$ cat src/rtl/pc_branch_unit.sv
`default_nettype none
// -----------------------------------------------------------------------------
// pc_branch_unit: flag register, branch resolution, PC ownership, BL link write.
// Rev 1.0
// -----------------------------------------------------------------------------
module pc_branch_unit #(
  parameter logic [31:0] RESET_PC = 32'h0000_0000,
  parameter logic [4:0]  LINK_REG = 5'd31,
  parameter logic [31:0] PC_STEP  = 32'd4
) (
  input  logic        clk_i,
  input  logic        rst_i,
  input  logic        instr_valid_i,
  input  logic        is_branch_i,
  input  logic [2:0]  br_op_i,
  input  logic [15:0] imm_off_i,
  input  logic [31:0] reg_target_i,
  input  logic [2:0]  flag_in_i,
  input  logic        flag_we_i,
  input  logic        stall_i,
  input  logic        halt_i,
  output logic [31:0] pc_o,
  output logic [2:0]  flags_o,
  output logic        flush_o,
  output logic        link_we_o,
  output logic [4:0]  link_addr_o,
  output logic [31:0] link_data_o,
  output logic        halted_o,
  output logic        align_err_o
);

  localparam logic [2:0] c_op_b    = 3'b000;
  localparam logic [2:0] c_op_br   = 3'b001;
  localparam logic [2:0] c_op_bltz = 3'b010;
  localparam logic [2:0] c_op_bz   = 3'b011;
  localparam logic [2:0] c_op_bnz  = 3'b100;
  localparam logic [2:0] c_op_bl   = 3'b101;
  localparam logic [2:0] c_op_bcy  = 3'b110;
  localparam logic [2:0] c_op_bncy = 3'b111;

  typedef enum logic [1:0] {
    S_RUN   = 2'd0,
    S_FLUSH = 2'd1,
    S_HALT  = 2'd2
  } state_e;

  state_e      state_q;
  logic [31:0] pc_q;
  logic [2:0]  flags_q;
  logic        flush_q;
  logic        link_we_q;
  logic [31:0] link_data_q;
  logic        align_err_q;

  logic [31:0] w_pc_inc;
  logic [31:0] w_rel_target;
  logic [31:0] w_target;
  logic [2:0]  w_eff_flags;
  logic        w_cond;
  logic        w_taken;
  logic        w_is_br;
  logic        w_is_bl;
  logic        w_misalign;
  logic        w_issue;

  assign w_pc_inc     = pc_q + PC_STEP;
  assign w_rel_target = w_pc_inc + {{14{imm_off_i[15]}}, imm_off_i, 2'b00};
  // A flag-writing instruction in the same cycle forwards its flags to the branch.
  assign w_eff_flags  = flag_we_i ? flag_in_i : flags_q;

  always_comb begin
    w_cond = 1'b0;
    case (br_op_i)
      c_op_b:    w_cond = 1'b1;
      c_op_br:   w_cond = 1'b1;
      c_op_bl:   w_cond = 1'b1;
      c_op_bltz: w_cond = w_eff_flags[2];
      c_op_bz:   w_cond = w_eff_flags[1];
      c_op_bnz:  w_cond = ~w_eff_flags[1];
      c_op_bcy:  w_cond = w_eff_flags[0];
      c_op_bncy: w_cond = ~w_eff_flags[0];
      default:   w_cond = 1'b0;
    endcase
  end

  assign w_is_br    = is_branch_i && (br_op_i == c_op_br);
  assign w_is_bl    = is_branch_i && (br_op_i == c_op_bl);
  assign w_taken    = is_branch_i && w_cond;
  assign w_misalign = w_is_br && (reg_target_i[1:0] != 2'b00);
  assign w_target   = w_is_br ? {reg_target_i[31:2], 2'b00} : w_rel_target;
  assign w_issue    = instr_valid_i && !stall_i;

  always_ff @(posedge clk_i) begin
    if (!rst_i) begin
      state_q     <= S_RUN;
      pc_q        <= RESET_PC;
      flags_q     <= 3'b000;
      flush_q     <= 1'b0;
      link_we_q   <= 1'b0;
      link_data_q <= 32'h0000_0000;
      align_err_q <= 1'b0;
    end else begin
      flush_q   <= 1'b0;
      link_we_q <= 1'b0;
      case (state_q)
        S_RUN: begin
          if (halt_i) begin
            state_q <= S_HALT;
          end else if (w_issue) begin
            if (flag_we_i) begin
              flags_q <= flag_in_i;
            end
            if (w_taken) begin
              pc_q    <= w_target;
              flush_q <= 1'b1;
              state_q <= S_FLUSH;
            end else begin
              pc_q <= w_pc_inc;
            end
            if (w_is_bl) begin
              link_we_q   <= 1'b1;
              link_data_q <= w_pc_inc;
            end
            if (w_misalign) begin
              align_err_q <= 1'b1;
            end
          end
        end
        // Instructions offered during the bubble are dropped; stall has no effect here.
        S_FLUSH: begin
          state_q <= halt_i ? S_HALT : S_RUN;
        end
        S_HALT: begin
          state_q <= S_HALT;
        end
        default: begin
          state_q <= S_RUN;
        end
      endcase
    end
  end

  assign pc_o        = pc_q;
  assign flags_o     = flags_q;
  assign flush_o     = flush_q;
  assign link_we_o   = link_we_q;
  assign link_addr_o = link_we_q ? LINK_REG : 5'd0;
  assign link_data_o = link_data_q;
  assign halted_o    = (state_q == S_HALT);
  assign align_err_o = align_err_q;

endmodule
`default_nettype wire

$ cat config.mk
export PLATFORM = sky130hd
export DESIGN_NAME = pc_branch_unit
export DESIGN_NICKNAME = d
export VERILOG_FILES = /design/src/rtl/pc_branch_unit.sv
export SDC_FILE = /design/constraint.sdc
export NUM_CORES = 1
export LEC_CHECK = 0
export CORE_MARGIN = 8
export CORE_UTILIZATION = 50
export CTS_CLUSTER_SIZE = 30
export DETAILED_ROUTE_END_ITERATION = 10
export HOLD_SLACK_MARGIN = 0.06
export PLACE_DENSITY = 0.84
export SLEW_MARGIN = 10
export SYNTH_ARGS = -nofsm -noshare
export SYNTH_HDL_FRONTEND = slang
export SYNTH_SLANG_ARGS = --single-unit
$ cat constraint.sdc
create_clock -name clk_i -period 3.8 [get_ports clk_i]
set_input_delay 0.95 -clock clk_i [delete_from_list [all_inputs] [get_ports clk_i]]
set_output_delay 0.95 -clock clk_i [all_outputs]
set_load 0.02 [all_outputs]
==> results.json, run 1 <==
{
  "grt.total_usage_pct": 27.17,
  "worst-setup-path-type": "reg2reg",
  "yosysWarnings": 0,
  "clk_pin_slew_worst_paths_ns": 0.08,
  "synth_flop_cell": "dfxtp_1",
  "power_density_mw_per_mm2": 249.8,
  "synth_compound_area_share_pct": 24.94,
  "drt-wirelength-per-cell_um": 19.78,
  "synth_simple_gate_area_share_pct": 21.22,
  "clock_insertion_delay_worst_skew_ns": 0.35,
  "die_area_mm2": 0.01426,
  "async_flop_share_pct": 0,
  "cts_buffers": 9,
  "max_freq_ghz": 0.2761,
  "synthMuxAreaShare_pct": 5.498,
  "synthCells": 691,
  "p_int_w": 0.001309,
  "fill_cells": 855,
  "synth_edf_count": 0,
  "cp-start-kind": "flip-flop",
  "gr-total-overflow": 0,
  "start_util_pct": 51.57,
  "gp_congestion": 0.9846,
  "final.setup_skew_ns": 0.01140,
  "synth_top_area_cell": "dfxtp_1",
  "io_buffers": 132,
  "synth_xor_area_share_pct": 8.470,
  "final-hold-violation-count": 0,
  "synth_area_mm2": 0.005348,
  "core_region_area_mm2": 0.01037,
  "synth_top_area_share_pct": 25.46,
  "cts_root_buf": "clkbuf_8",
  "htreeDepth": 3,
  "drt_iter0_markers": 557,
  "pwr-share-comb_pct": 24.2,
  "clkSinkCount": 68,
  "num_rows": 37,
  "ys_top_cells_by_count": "68 x dfxtp_1, 66 x nor2_1, 61 x nand2_1",
  "cap_viol_max_count": 0,
  "yosys-top-cells-area": "dfxtp_1 25%, ha_1 8.4%, a21oi_1 5.6%",
  "postRouteAntennaNets": 0,
  "placed_cell_area_mm2": 0.007291,
  "die_w_um": 119.4,
  "cp.required_ns": 4.08,
  "tightest_slew_ns": 0.6194,
  "p_leak_nw": 3.081,
  "wirelength_mm": 20.02,
  "switching_share_pct": 30.61,
  "finalSetupTns_ns": 0,
  "clock_path_buffers": 2,
  "antenna_found_initial": 0,
  "antenna-diode-count": 0,
  "synthToLayoutAreaGrowth_pct": 41.20,
  "synth-seq-area-share_pct": 25.46,
  "min_period_ns": 3.622,
  "cp.arrival_ns": 3.90,
  "drive_above_1_share_pct": 14.04,
  "cts_tree": "done",
  "synth_fa_ha_area_share_pct": 8.797,
  "pin_count": 137,
  "first_pass_iters": 5,
  "drc": 0,
  "vias_per_cell": 6.032,
  "grt_pass1_vias": 6010,
  "setup_ws_ns": 0.1779,
  "synth_top_family_by_area": "compound AO/OA/AOI/OAI gates",
  "synth-seq-cells": 68,
  "dieHeight_um": 119.4,
  "period_share_pct": 95.32,
  "clkPwrFrac_pct": 36.7,
  "via_count": 6104,
  "post-dp-hpwl_mm": 15.58,
  "grt_max_degree": 43,
  "final_util_pct": 72.82,
  "finalSetupViolCount": 0,
  "maxSlewViolCount": 0,
  "worstPathMaxFanout": 3,
  "ir_worst_vdd_uv": 181.7,
  "nets": 969,
  "final_cell_count_no_fill": 1012,
  "post-route-cell-area_mm2": 0.007551,
  "seqPwrFrac_pct": 39.0,
  "post_cts_buffers": 0,
  "hp-class": "reg2reg",
  "end_kind": "flip-flop",
  "synth_area_per_cell_um2": 7.739,
  "dp.cells": 996,
  "yosysUniqueCellTypes": 63,
  "pre_cts_ws_ns": 0.03969,
  "status": "completed",
  "p_sw_w": 0.0005772,
  "slew-limit-headroom_pct": 58.45,
  "grt_pass1_wl_mm": 31.80,
  "synth.most_common_cell": "dfxtp_1"
}
[layout make-up]
type | instances | area, um2 | area share, %
Timing Repair Buffer | 215 | 1969 | 26.08
Tap cell | 136 | 170.2 | 2.254
Inverter | 19 | 71.32 | 0.9445
Clock inverter | 7 | 97.59 | 1.292
Multi-Input combinational cell | 558 | 3757 | 49.76
Clock buffer | 9 | 123.9 | 1.640
Sequential cell | 68 | 1361 | 18.03
[final timing paths]
path	start	endpoint	slack [ns]	cells past startpoint
hold / removal	align_err_o$_SDFFE_PN0P_	align_err_o$_SDFFE_PN0P_	0.46	2
setup reg to reg	pc_o[6]$_SDFFE_PN0P_	pc_o[31]$_SDFFE_PN0P_	0.18	16
hold reg to reg	align_err_o$_SDFFE_PN0P_	align_err_o$_SDFFE_PN0P_	0.46	2
setup / recovery	pc_o[6]$_SDFFE_PN0P_	pc_o[31]$_SDFFE_PN0P_	0.18	16
[stage by stage]
stage / hold WS (ns) / power (W)
after detailed placement: 0.4478 / 0.001196
after CTS: 0.4615 / 0.001875
after global placement: 0.4361 / 0.001189
after floorplan: 0.5222 / 0.0009846
final: 0.4639 / 0.001886
after global routing: 0.4651 / 0.001952
[critical path, stage by stage (launching register included)]
cell      delay (ns)
dfxtp_1         0.31
and4_1          0.20
and3_1          0.21
and2_1          0.18
and3_1          0.21
xnor2_2         0.18
inv_1           0.10
ha_1            0.30
and4_1          0.23
and2_1          0.20
a221oi_2        0.08
buf_4           0.15
a211oi_1        0.34
a21oi_2         0.17
o31ai_1         0.34
xnor2_1         0.13
a211oi_2        0.21
[routing by layer]
metal / GRT usage (%) / share of wire [%] / vias to the layer above
met3: 6.377 / 11 / 25
met4: 6.401 / 1.3 / 0
met1: 36.62 / 44 / 2869
met5: 0 / 0 / -
li1: - / - / 2873
met2: 42.96 / 44 / 337
[layout by cell type, fill, tap and decap left out, drive strengths merged, types with 3 or more instances in the layout]
cell | netlist | final
clkdlybuf4s50 | 0 | 132
buf | 13 | 83
dfxtp | 68 | 68
nor2 | 66 | 66
nand2 | 61 | 61
a21oi | 60 | 60
o21ai | 44 | 44
ha | 36 | 36
nand3 | 30 | 30
xnor2 | 28 | 28
mux2i | 26 | 26
a211oi | 23 | 23
xor2 | 22 | 22
inv | 18 | 20
and3 | 13 | 13
a21o | 11 | 11
nand4 | 10 | 10
a31oi | 10 | 10
o211ai | 10 | 10
clkbuf | 36 | 9
nor3 | 9 | 9
and2 | 8 | 8
nand2b | 8 | 8
o31ai | 7 | 7
nor4 | 7 | 7
o21a | 6 | 6
and4 | 6 | 6
a221oi | 6 | 6
nor2b | 4 | 4
conb | 1 | 4
or2 | 4 | 4
a32oi | 3 | 3
a211o | 3 | 3
o311a | 3 | 3
[power groups by stage]
stage	clock network, W	registers [W]	logic (W)
finish	0.000693	0.000736	0.000457
global route	0.000723	0.000738	0.000491
CTS	0.000693	0.000736	0.000447
detailed placement	0	0.000752	0.000444
global placement	0	0.000752	0.000438
floorplan	0	0.000763	0.000221
[cells by family (layout without fill, tap and decap cells)]
kind of cell             count (synthesis)  after routing
XOR/XNOR                                50             50
other                                    1              4
AND/OR/NAND/NOR                        232            232
adder cells (fa/ha/maj)                 37             37
buffers and inverters                   68            250
multiplexers                            28             28
flip-flops                              68             68
AO/OA/AOI/OAI                          207            207
[sequential cells by signal (all words and copies together), names as in the netlist]
register and flops:
link_we_o 1, flush_o 1, state_q 2, align_err_o 1, pc_o 30, flags_o 3, link_data_o 30
[repair_timing]
action                                  in CTS  in global routing
resized for setup                            0                  9
hold buffers                                 0                  0
endpoints found under the setup margin       0                  8
Note: power is estimated with default switching activity, not from simulation.
==> inputs of run 2 (changes only) <==
- CAP_MARGIN: not set -> 20
==> results of run 2 <==
Final layout, timing and power as in run 1 (identical DEF).
